**src/rtl/inst_encoder_loader.sv**
```systemverilog
// Octa16 program loader: packs decoded field tuples into 16-bit instruction words
// and streams them into imem, halting on the first tuple that has no legal encoding.
module inst_encoder_loader #(
  parameter int ADDR_W = 8
) (
  input  logic              clk,
  input  logic              rst_n,
  input  logic              start,
  input  logic [ADDR_W-1:0] base_addr,
  input  logic [ADDR_W:0]   count,
  input  logic              in_valid,
  output logic              in_ready,
  input  logic [2:0]        in_opcode,
  input  logic [2:0]        in_func,
  input  logic [2:0]        in_rd,
  input  logic [2:0]        in_rs1,
  input  logic [2:0]        in_rs2,
  input  logic [7:0]        in_imm,
  output logic              mem_we,
  output logic [ADDR_W-1:0] mem_addr,
  output logic [15:0]       mem_wdata,
  input  logic              mem_ready,
  output logic              busy,
  output logic              done,
  output logic              err,
  output logic [ADDR_W-1:0] err_addr,
  output logic [ADDR_W:0]   words_written
);

  typedef enum logic [1:0] {S_IDLE, S_RUN, S_DONE, S_ERR} state_t;

  localparam logic [ADDR_W-1:0] A_ONE = {{(ADDR_W-1){1'b0}}, 1'b1};
  localparam logic [ADDR_W:0]   C_ONE = {{ADDR_W{1'b0}}, 1'b1};

  state_t            r_state;
  state_t            w_next;
  logic [ADDR_W:0]   r_count;
  logic [ADDR_W:0]   r_accepted;
  logic [ADDR_W:0]   r_words;
  logic [ADDR_W-1:0] r_next_addr;
  logic [ADDR_W-1:0] r_waddr;
  logic [ADDR_W-1:0] r_err_addr;
  logic [15:0]       r_wdata;
  logic              r_we;
  logic              w_in_ready;
  logic              w_acc;
  logic              w_wr_done;
  logic              w_start_ok;
  logic              w_legal;
  logic [15:0]       w_word;
  logic [ADDR_W:0]   w_words_inc;

  // Returns {legal, word}; the word is only meaningful when legal is set.
  function automatic logic [16:0] encode(input logic [2:0] op, input logic [2:0] f,
                                         input logic [2:0] rd, input logic [2:0] rs1,
                                         input logic [2:0] rs2, input logic [7:0] imm);
    logic        lg;
    logic [15:0] w;
    logic        imm_small;
    lg        = 1'b0;
    w         = 16'h0000;
    imm_small = (&imm[7:3]) || !(|imm[7:3]);
    case (op)
      3'b000: begin w = {1'b0, rs2, rs1, rd, f, op}; lg = 1'b1; end
      3'b001: begin w = {imm[3:0], rs1, rd, f, op}; lg = imm_small; end
      3'b010, 3'b011: begin
        w  = {imm[7], imm[5:3], rs1, rd, imm[2:0], op};
        lg = (imm[7] == imm[6]);
      end
      3'b100: begin w = {imm[7], rs2, rs1, imm[2:0], f, op}; lg = imm_small; end
      3'b101: begin
        if (f == 3'b000) begin
          w = {imm[6:0], rd, 3'b000, op}; lg = !imm[7];
        end else if (f == 3'b100) begin
          w = {imm[7:4], rs1, rd, 3'b100, op}; lg = (imm[3:0] == 4'h0);
        end
      end
      3'b110: begin
        if (f == 3'b001) begin
          w = {imm[6:0], rd, 3'b001, op}; lg = (imm[7] == imm[6]);
        end else if (f == 3'b000) begin
          w = {imm[7:4], rs1, rd, 3'b000, op}; lg = (imm[3:0] == 4'h0);
        end
      end
      default: lg = 1'b0;
    endcase
    return {lg, w};
  endfunction

  assign {w_legal, w_word} = encode(in_opcode, in_func, in_rd, in_rs1, in_rs2, in_imm);

  // Stage may accept a new tuple in the same cycle it hands its word to imem.
  assign w_in_ready  = (r_state == S_RUN) && (r_accepted < r_count) && (!r_we || mem_ready);
  assign w_acc       = in_valid && w_in_ready;
  assign w_wr_done   = r_we && mem_ready;
  assign w_start_ok  = start && (r_state != S_RUN);
  assign w_words_inc = r_words + C_ONE;

  always_ff @(posedge clk) begin
    if (!rst_n) r_state <= S_IDLE;
    else        r_state <= w_next;
  end

  always_comb begin
    w_next = r_state;
    busy   = 1'b0;
    done   = 1'b0;
    err    = 1'b0;
    case (r_state)
      S_RUN: begin
        busy = 1'b1;
        if (w_acc && !w_legal)                          w_next = S_ERR;
        else if (w_wr_done && (w_words_inc == r_count)) w_next = S_DONE;
      end
      S_DONE:  done = 1'b1;
      S_ERR:   err  = 1'b1;
      default: ;
    endcase
    if (w_start_ok) w_next = (count == '0) ? S_DONE : S_RUN;
  end

  always_ff @(posedge clk) begin
    if (!rst_n) begin
      r_count     <= '0;
      r_accepted  <= '0;
      r_words     <= '0;
      r_next_addr <= '0;
      r_waddr     <= '0;
      r_wdata     <= '0;
      r_we        <= 1'b0;
      r_err_addr  <= '0;
    end else if (w_start_ok) begin
      r_count     <= count;
      r_accepted  <= '0;
      r_words     <= '0;
      r_next_addr <= base_addr;
      r_we        <= 1'b0;
      r_err_addr  <= '0;
    end else begin
      if (w_wr_done) begin
        r_words <= w_words_inc;
        r_we    <= 1'b0;
      end
      if (w_acc) begin
        r_accepted  <= r_accepted + C_ONE;
        r_next_addr <= r_next_addr + A_ONE;
        if (w_legal) begin
          r_we    <= 1'b1;
          r_waddr <= r_next_addr;
          r_wdata <= w_word;
        end else begin
          r_err_addr <= r_next_addr;
        end
      end
    end
  end

  assign in_ready      = w_in_ready;
  assign mem_we        = r_we;
  assign mem_addr      = r_waddr;
  assign mem_wdata     = r_wdata;
  assign err_addr      = r_err_addr;
  assign words_written = r_words;

endmodule

```
**config.mk**
```make
export PLATFORM = sky130hd
export DESIGN_NAME = inst_encoder_loader
export DESIGN_NICKNAME = d
export VERILOG_FILES = /design/src/rtl/inst_encoder_loader.sv
export SDC_FILE = /design/constraint.sdc
export NUM_CORES = 1
export LEC_CHECK = 0
export ABC_CLOCK_PERIOD_IN_PS = 6300
export BUFFER_PORTS_ARGS = -buffer_cell sky130_fd_sc_hd__buf_2
export CAP_MARGIN = 20
export CELL_PAD_IN_SITES_DETAIL_PLACEMENT = 1
export CELL_PAD_IN_SITES_GLOBAL_PLACEMENT = 1
export CORE_AREA = 3 3 101 103
export CTS_CLUSTER_SIZE = 14
export DETAILED_ROUTE_END_ITERATION = 8
export DIE_AREA = 0 0 104 106
export PLACE_DENSITY = 0.9
export SYNTH_ARGS = -nofsm -noshare
export SYNTH_HDL_FRONTEND = slang
export SYNTH_SLANG_ARGS = --single-unit
```
**constraint.sdc**
```tcl
create_clock -name clk -period 6.3 [get_ports clk]
set_input_delay 1.26 -clock clk [delete_from_list [all_inputs] [get_ports clk]]
set_output_delay 1.26 -clock clk [all_outputs]
set_load 0.005 [all_outputs]
```
; ---- Word-level counts from Yosys, hierarchy flattened
; Cells that the tools add are included.
[classes]
add_sub_neg = 3
n_mul = 0
div = 0
order_cmp = 1
n_eq_ne = 14
n_shift = 0
mux = 23
bitwise_logic = 3
n_reduce_logical = 28
[ops]
columns = operator, count
row1 = $pmux 16 s6, 1
row2 = $mux 16, 4
row3 = $add 9x1->9 const B, 2
row4 = $mux 8, 2
row5 = $eq 3x3->1 const B, 4
row6 = $mux 1, 10
row7 = $mux 2, 5
row8 = $eq 9x9->1, 1
row9 = $logic_not 9->1, 1
row10 = $lt 9x9->1, 1
row11 = $add 8x1->8 const B, 1
row12 = $logic_and 1x1->1, 7
row13 = $eq 3x1->1 const B, 2
row14 = $eq 3x2->1 const B, 2
row15 = $logic_not 3->1, 2
row16 = $reduce_or 2->1, 3
row17 = $pmux 1 s5, 1
row18 = $reduce_and 5->1, 1
row19 = $reduce_or 5->1, 1
row20 = $eq 2x2->1 const B, 2
row21 = $logic_not 1->1, 4
row22 = $logic_not 4->1, 1
row23 = $reduce_and 2->1, 2
row24 = $reduce_bool 2->1, 2
row25 = 7 further kinds, 10
[totals]
reg_bits = 70
latch_bits = 0
ramBits = 0
rom_bits = 0
input_bits = 45
out_inout_bits = 46
memories = 0

; ---- Logic depth before layout (Yosys ltp)
[depth]
ltp_word = 9
depth_mapped = 9
depth_no_buf = 8

; ---- Worst setup path before layout
; OpenSTA, ideal clock, no wires.
[synth_path]
kind = input -> output
start = input mem_ready
end = output in_ready
arrival_ns = 1.827
t_required_ns = 5.040
slack_ns = 3.213
path_stages = 4
path_cell_list = and2b_4 -> nor3_4 -> nand2_1 -> nor2_1
[synth_via]
elab_chain_len = 2
[synth_rtl]
columns = element, line_no
row1 = start: declaration, 22  ; input logic mem_ready,
row2 = $logic_or 1x1->1, 93  ; assign w_in_ready = (r_state == S_RUN) && (r_accepted < r_count) && (!r_we || mem_ready);
row3 = $logic_and 1x1->1, 93
row4 = end: declaration, 12  ; output logic in_ready,
; Every way passes these cells.

; ---- Final worst setup path
[layout_path]
start = register r_count[8]
end = output in_ready
[layout_via]
elab_chain_len = 3
[layout_rtl]
columns = element, line_no
row1 = start: declaration, 37  ; logic [ADDR_W:0] r_count;
row2 = start signal: assignment, 133  ; r_count <= count;
row3 = $lt 9x9->1, 93
row4 = $logic_and 1x1->1 (2 in series), 93
; Every way passes these cells.

==> impl_metrics.py <==
metrics = {
    "layout": {
        "nets": 622,
        "layout-drive-gt1-share_pct": 23.3,
        "fin_cells": 700,
        "n_antenna_cell": 0,
        "fillers": 1219,
        "area_delta_synth_final_pct": 18.2,
        "stdcell_area_um2": 4620,
    },
    "route": {
        "drc": 0,
        "wire_per_inst_um": 18.5,
        "drt_iter0_markers": 183,
        "ant_nets": 0,
        "viasPerCell": 5.81,
        "vias": 4070,
        "drt-total-wl_um": 13000,
        "first_pass_iters": 4,
    },
    "clock_network": {
        "post_cts_resized": 0,
        "cts_tree": "done",
        "clk_pin_slew_worst_paths_ps": 80,
        "post_cts_buffers": 0,
        "cts-buffers-inserted": 9,
        "clk_latency_ps": 360,
        "cts.sinks": 70,
        "clock_path_buffers": 2,
        "cts_root_buf": "clkbuf_8",
        "htreeDepth": 3,
        "holdBufCountCts": 0,
    },
    "min_path": {
        "hold_path.class": "register to register",
        "holdPathStages": 2,
    },
    "setup_path": {
        "arrival_ps": 2310,
        "r2r-start": "r_count[2]",
        "crit_path_max_fanout": 10,
        "slowest_delay_ps": 470,
        "reg2regPathDepth": 8,
        "crit_type": "register to output pin",
        "crit_chain": "inv_1 -> ha_1 -> and4_1 -> nand3_1 -> o21ai_2 -> nor2_1 -> buf_2",
        "cp_slowest_cell": "o21ai_2",
        "crit_path_start_kind": "register",
        "timing.rr.end": "mem_wdata[4]",
        "ff2ff_setup_slack_ps": 3440,
        "endpoint": "in_ready",
        "crit_start": "r_count[8]",
        "cp.required_ps": 5040,
        "critPathCaptureType": "output pin",
    },
    "pwr": {
        "p_leak_uw": 0.00182,
        "irDropWorstVdd_v": 0.0000899,
        "power_uw": 1010,
        "powerDensity_nw_per_um2": 219,
    },
    "placement": {
        "routabilityCongestion": 0.918,
        "dpl.hpwl_um": 9410,
        "numPortBuffers": 90,
        "dpl_cell_area_um2": 4420,
        "placedCellCount": 684,
    },
    "die": {
        "core_um2": 9280,
        "die_y_um": 106,
        "rows": 35,
        "die_w_um": 104,
        "die-area_um2": 11000,
        "io_pins": 91,
        "start_util_pct": 42.1,
    },
    "yosys": {
        "synth-edff-count": 0,
        "yosysUniqueCellTypes": 59,
        "synth_cells": 490,
        "ys.flop_type": "dfxtp_1",
        "async_flop_share_pct": 0,
        "avgSynthCellArea_um2": 7.98,
        "syn_area_um2": 3910,
        "synth_fp_nets": 546,
        "synth_warnings": 0,
        "ys_seq_area_share_pct": 35.8,
        "ys_ff_latch": 70,
    },
    "timing": {
        "fin_hold_ws_ps": 478,
        "tightest_slew_ps": 1010,
        "hold_viol": 0,
        "timing.final.crit_period_ps": 3570,
        "finalCritPeriodShare_pct": 56.7,
        "fmax_mhz": 280,
        "final-setup-viol-count": 0,
        "rsz0062_at_grt": "no",
        "slew_violations": 0,
        "fin_setup_tns_ps": 0,
        "slew_headroom_pct": 32.4,
        "fin_skew_ps": 11.2,
    },
    "global_route": {
        "grt_pass1_vias": 4230,
        "antenna_found_initial": 0,
        "overflow": 0,
        "grt_usage_pct": 23.7,
        "met2_usage_pct": 39.7,
        "grt_pass1_wl_um": 21300,
        "grt_max_degree": 42,
        "top_usage_layer": "met2",
        "grt_use_met3_pct": 4.74,
        "grt_use_met1_pct": 29.2,
    },
    "job": {
        "drv_cap": 0,
    },
    "status": {
        "status": "completed",
    },
}
## sequential cells by signal, summed over array words and instances (netlist names)
signal	flops
mem_we	1
r_next_addr	8
mem_addr	8
words_written	9
r_count	9
err_addr	8
mem_wdata	16
r_state	2
r_accepted	9
## stage by stage
| step | util, % | worst slack (ps) |
|---|---|---|
| after global placement | 47.6 | 2790 |
| after global routing | 49.8 | 2630 |
| after CTS | 49.8 | 2730 |
| after detailed placement | 47.6 | 2700 |
| final | 49.8 | 2730 |
| after floorplan | - | 3210 |
## worst max-delay path: cells and delay by family, from the launching register on
kind | cells | cell delay, ps
AOI/OAI and AO/OA | 1 | 470
and+or+nand+nor | 3 | 510
buffers and inverters | 2 | 230
adders and majority gates | 1 | 330
DFF | 1 | 420
## cells in the mapped netlist (2+ instances only)
cell type	number	share of area, %
nand4_1	2	0.32
nor3_1	16	2.0
o31ai_1	3	0.58
and2_1	3	0.48
nor2_1	38	3.6
or3_1	3	0.48
nor2b_1	2	0.32
nor4_1	3	0.48
buf_4	4	0.77
a21o_1	2	0.38
a211oi_2	9	2.9
nand3_1	36	4.6
a22oi_1	8	1.5
and4_1	2	0.45
nand2_1	45	4.3
clkbuf_1	16	1.5
o211a_1	2	0.51
a211oi_1	8	1.5
xor2_1	13	2.9
a21oi_1	60	7.7
ha_1	11	3.5
xnor2_1	12	2.7
inv_1	23	2.2
or4_1	2	0.38
buf_2	6	0.77
a32oi_1	8	1.8
nor3b_1	2	0.38
o22a_1	2	0.45
mux2i_1	4	1.0
and3_1	8	1.3
dfxtp_1	70	36
o21ai_0	40	5.1
## how the worst min path moves through the flow
stage	start	end	slack, ps
after floorplan	r_count[5]	r_count[5]	450
after global placement	mem_wdata[0]	mem_wdata[0]	460
after detailed placement	err_addr[5]	err_addr[5]	470
after CTS	err_addr[5]	err_addr[5]	480
after global routing	mem_addr[4]	mem_addr[4]	500
final	err_addr[5]	err_addr[5]	480
## placed cells by master, fill, tap and decap left out, types with 2 or more instances in the layout
| cell type | instances |
|---|---|
| buf_2 | 90 |
| dfxtp_1 | 70 |
| a21oi_1 | 60 |
| nand2_1 | 45 |
| o21ai_0 | 40 |
| nor2_1 | 37 |
| nand3_1 | 36 |
| inv_1 | 23 |
| nor3_1 | 16 |
| xor2_1 | 13 |
| xnor2_1 | 12 |
| ha_1 | 11 |
| clkbuf_8 | 11 |
| a211oi_2 | 9 |
| a22oi_1 | 8 |
| and3_1 | 8 |
| a211oi_1 | 8 |
| a32oi_1 | 8 |
| mux2i_1 | 4 |
| and2_1 | 3 |
| nor4_1 | 3 |
| or3_1 | 3 |
| o31ai_1 | 3 |
| a21o_1 | 2 |
| and4_1 | 2 |
| nor2_2 | 2 |
| nor2b_1 | 2 |
| nor3b_1 | 2 |
| o22a_1 | 2 |
| o211a_1 | 2 |
| or4_1 | 2 |
| nand4_1 | 2 |
| clkinv_2 | 2 |
| buf_4 | 2 |
## area by class of cell
| class | instances | area, um2 | area share [%] |
|---|---|---|---|
| well taps | 129 | 161 | 3.49 |
| clock inverters | 5 | 56.3 | 1.22 |
| inverters | 23 | 86.3 | 1.87 |
| repair buffers | 92 | 465 | 10.1 |
| clock buffers | 11 | 151 | 3.27 |
| multi-input cells | 370 | 2300 | 49.8 |
| flip-flops and latches | 70 | 1400 | 30.3 |
## logic make-up (layout without fill, tap and decap cells)
group / after synthesis / in the layout / synth area share [%]
fa+ha+maj: 12 / 12 / 3.81
flops: 70 / 70 / 35.8
xor+xnor: 25 / 25 / 5.60
simple gates: 175 / 175 / 22.7
compound gates: 154 / 154 / 25.6
buf+inv: 50 / 131 / 5.38
mux: 4 / 4 / 1.02
## metal layers
layer / up-vias / part of all wire [%]
met4: 0 / 2.5
met2: 145 / 49
li1: 1906 / -
met3: 28 / 5.7
met1: 1991 / 43
met5: - / 0
## power by group
group	internal (uW)	switching (uW)
sequential	454	15.2
clock	204	182
combinational	52.3	103
Power figures use the tool's default switching activity.
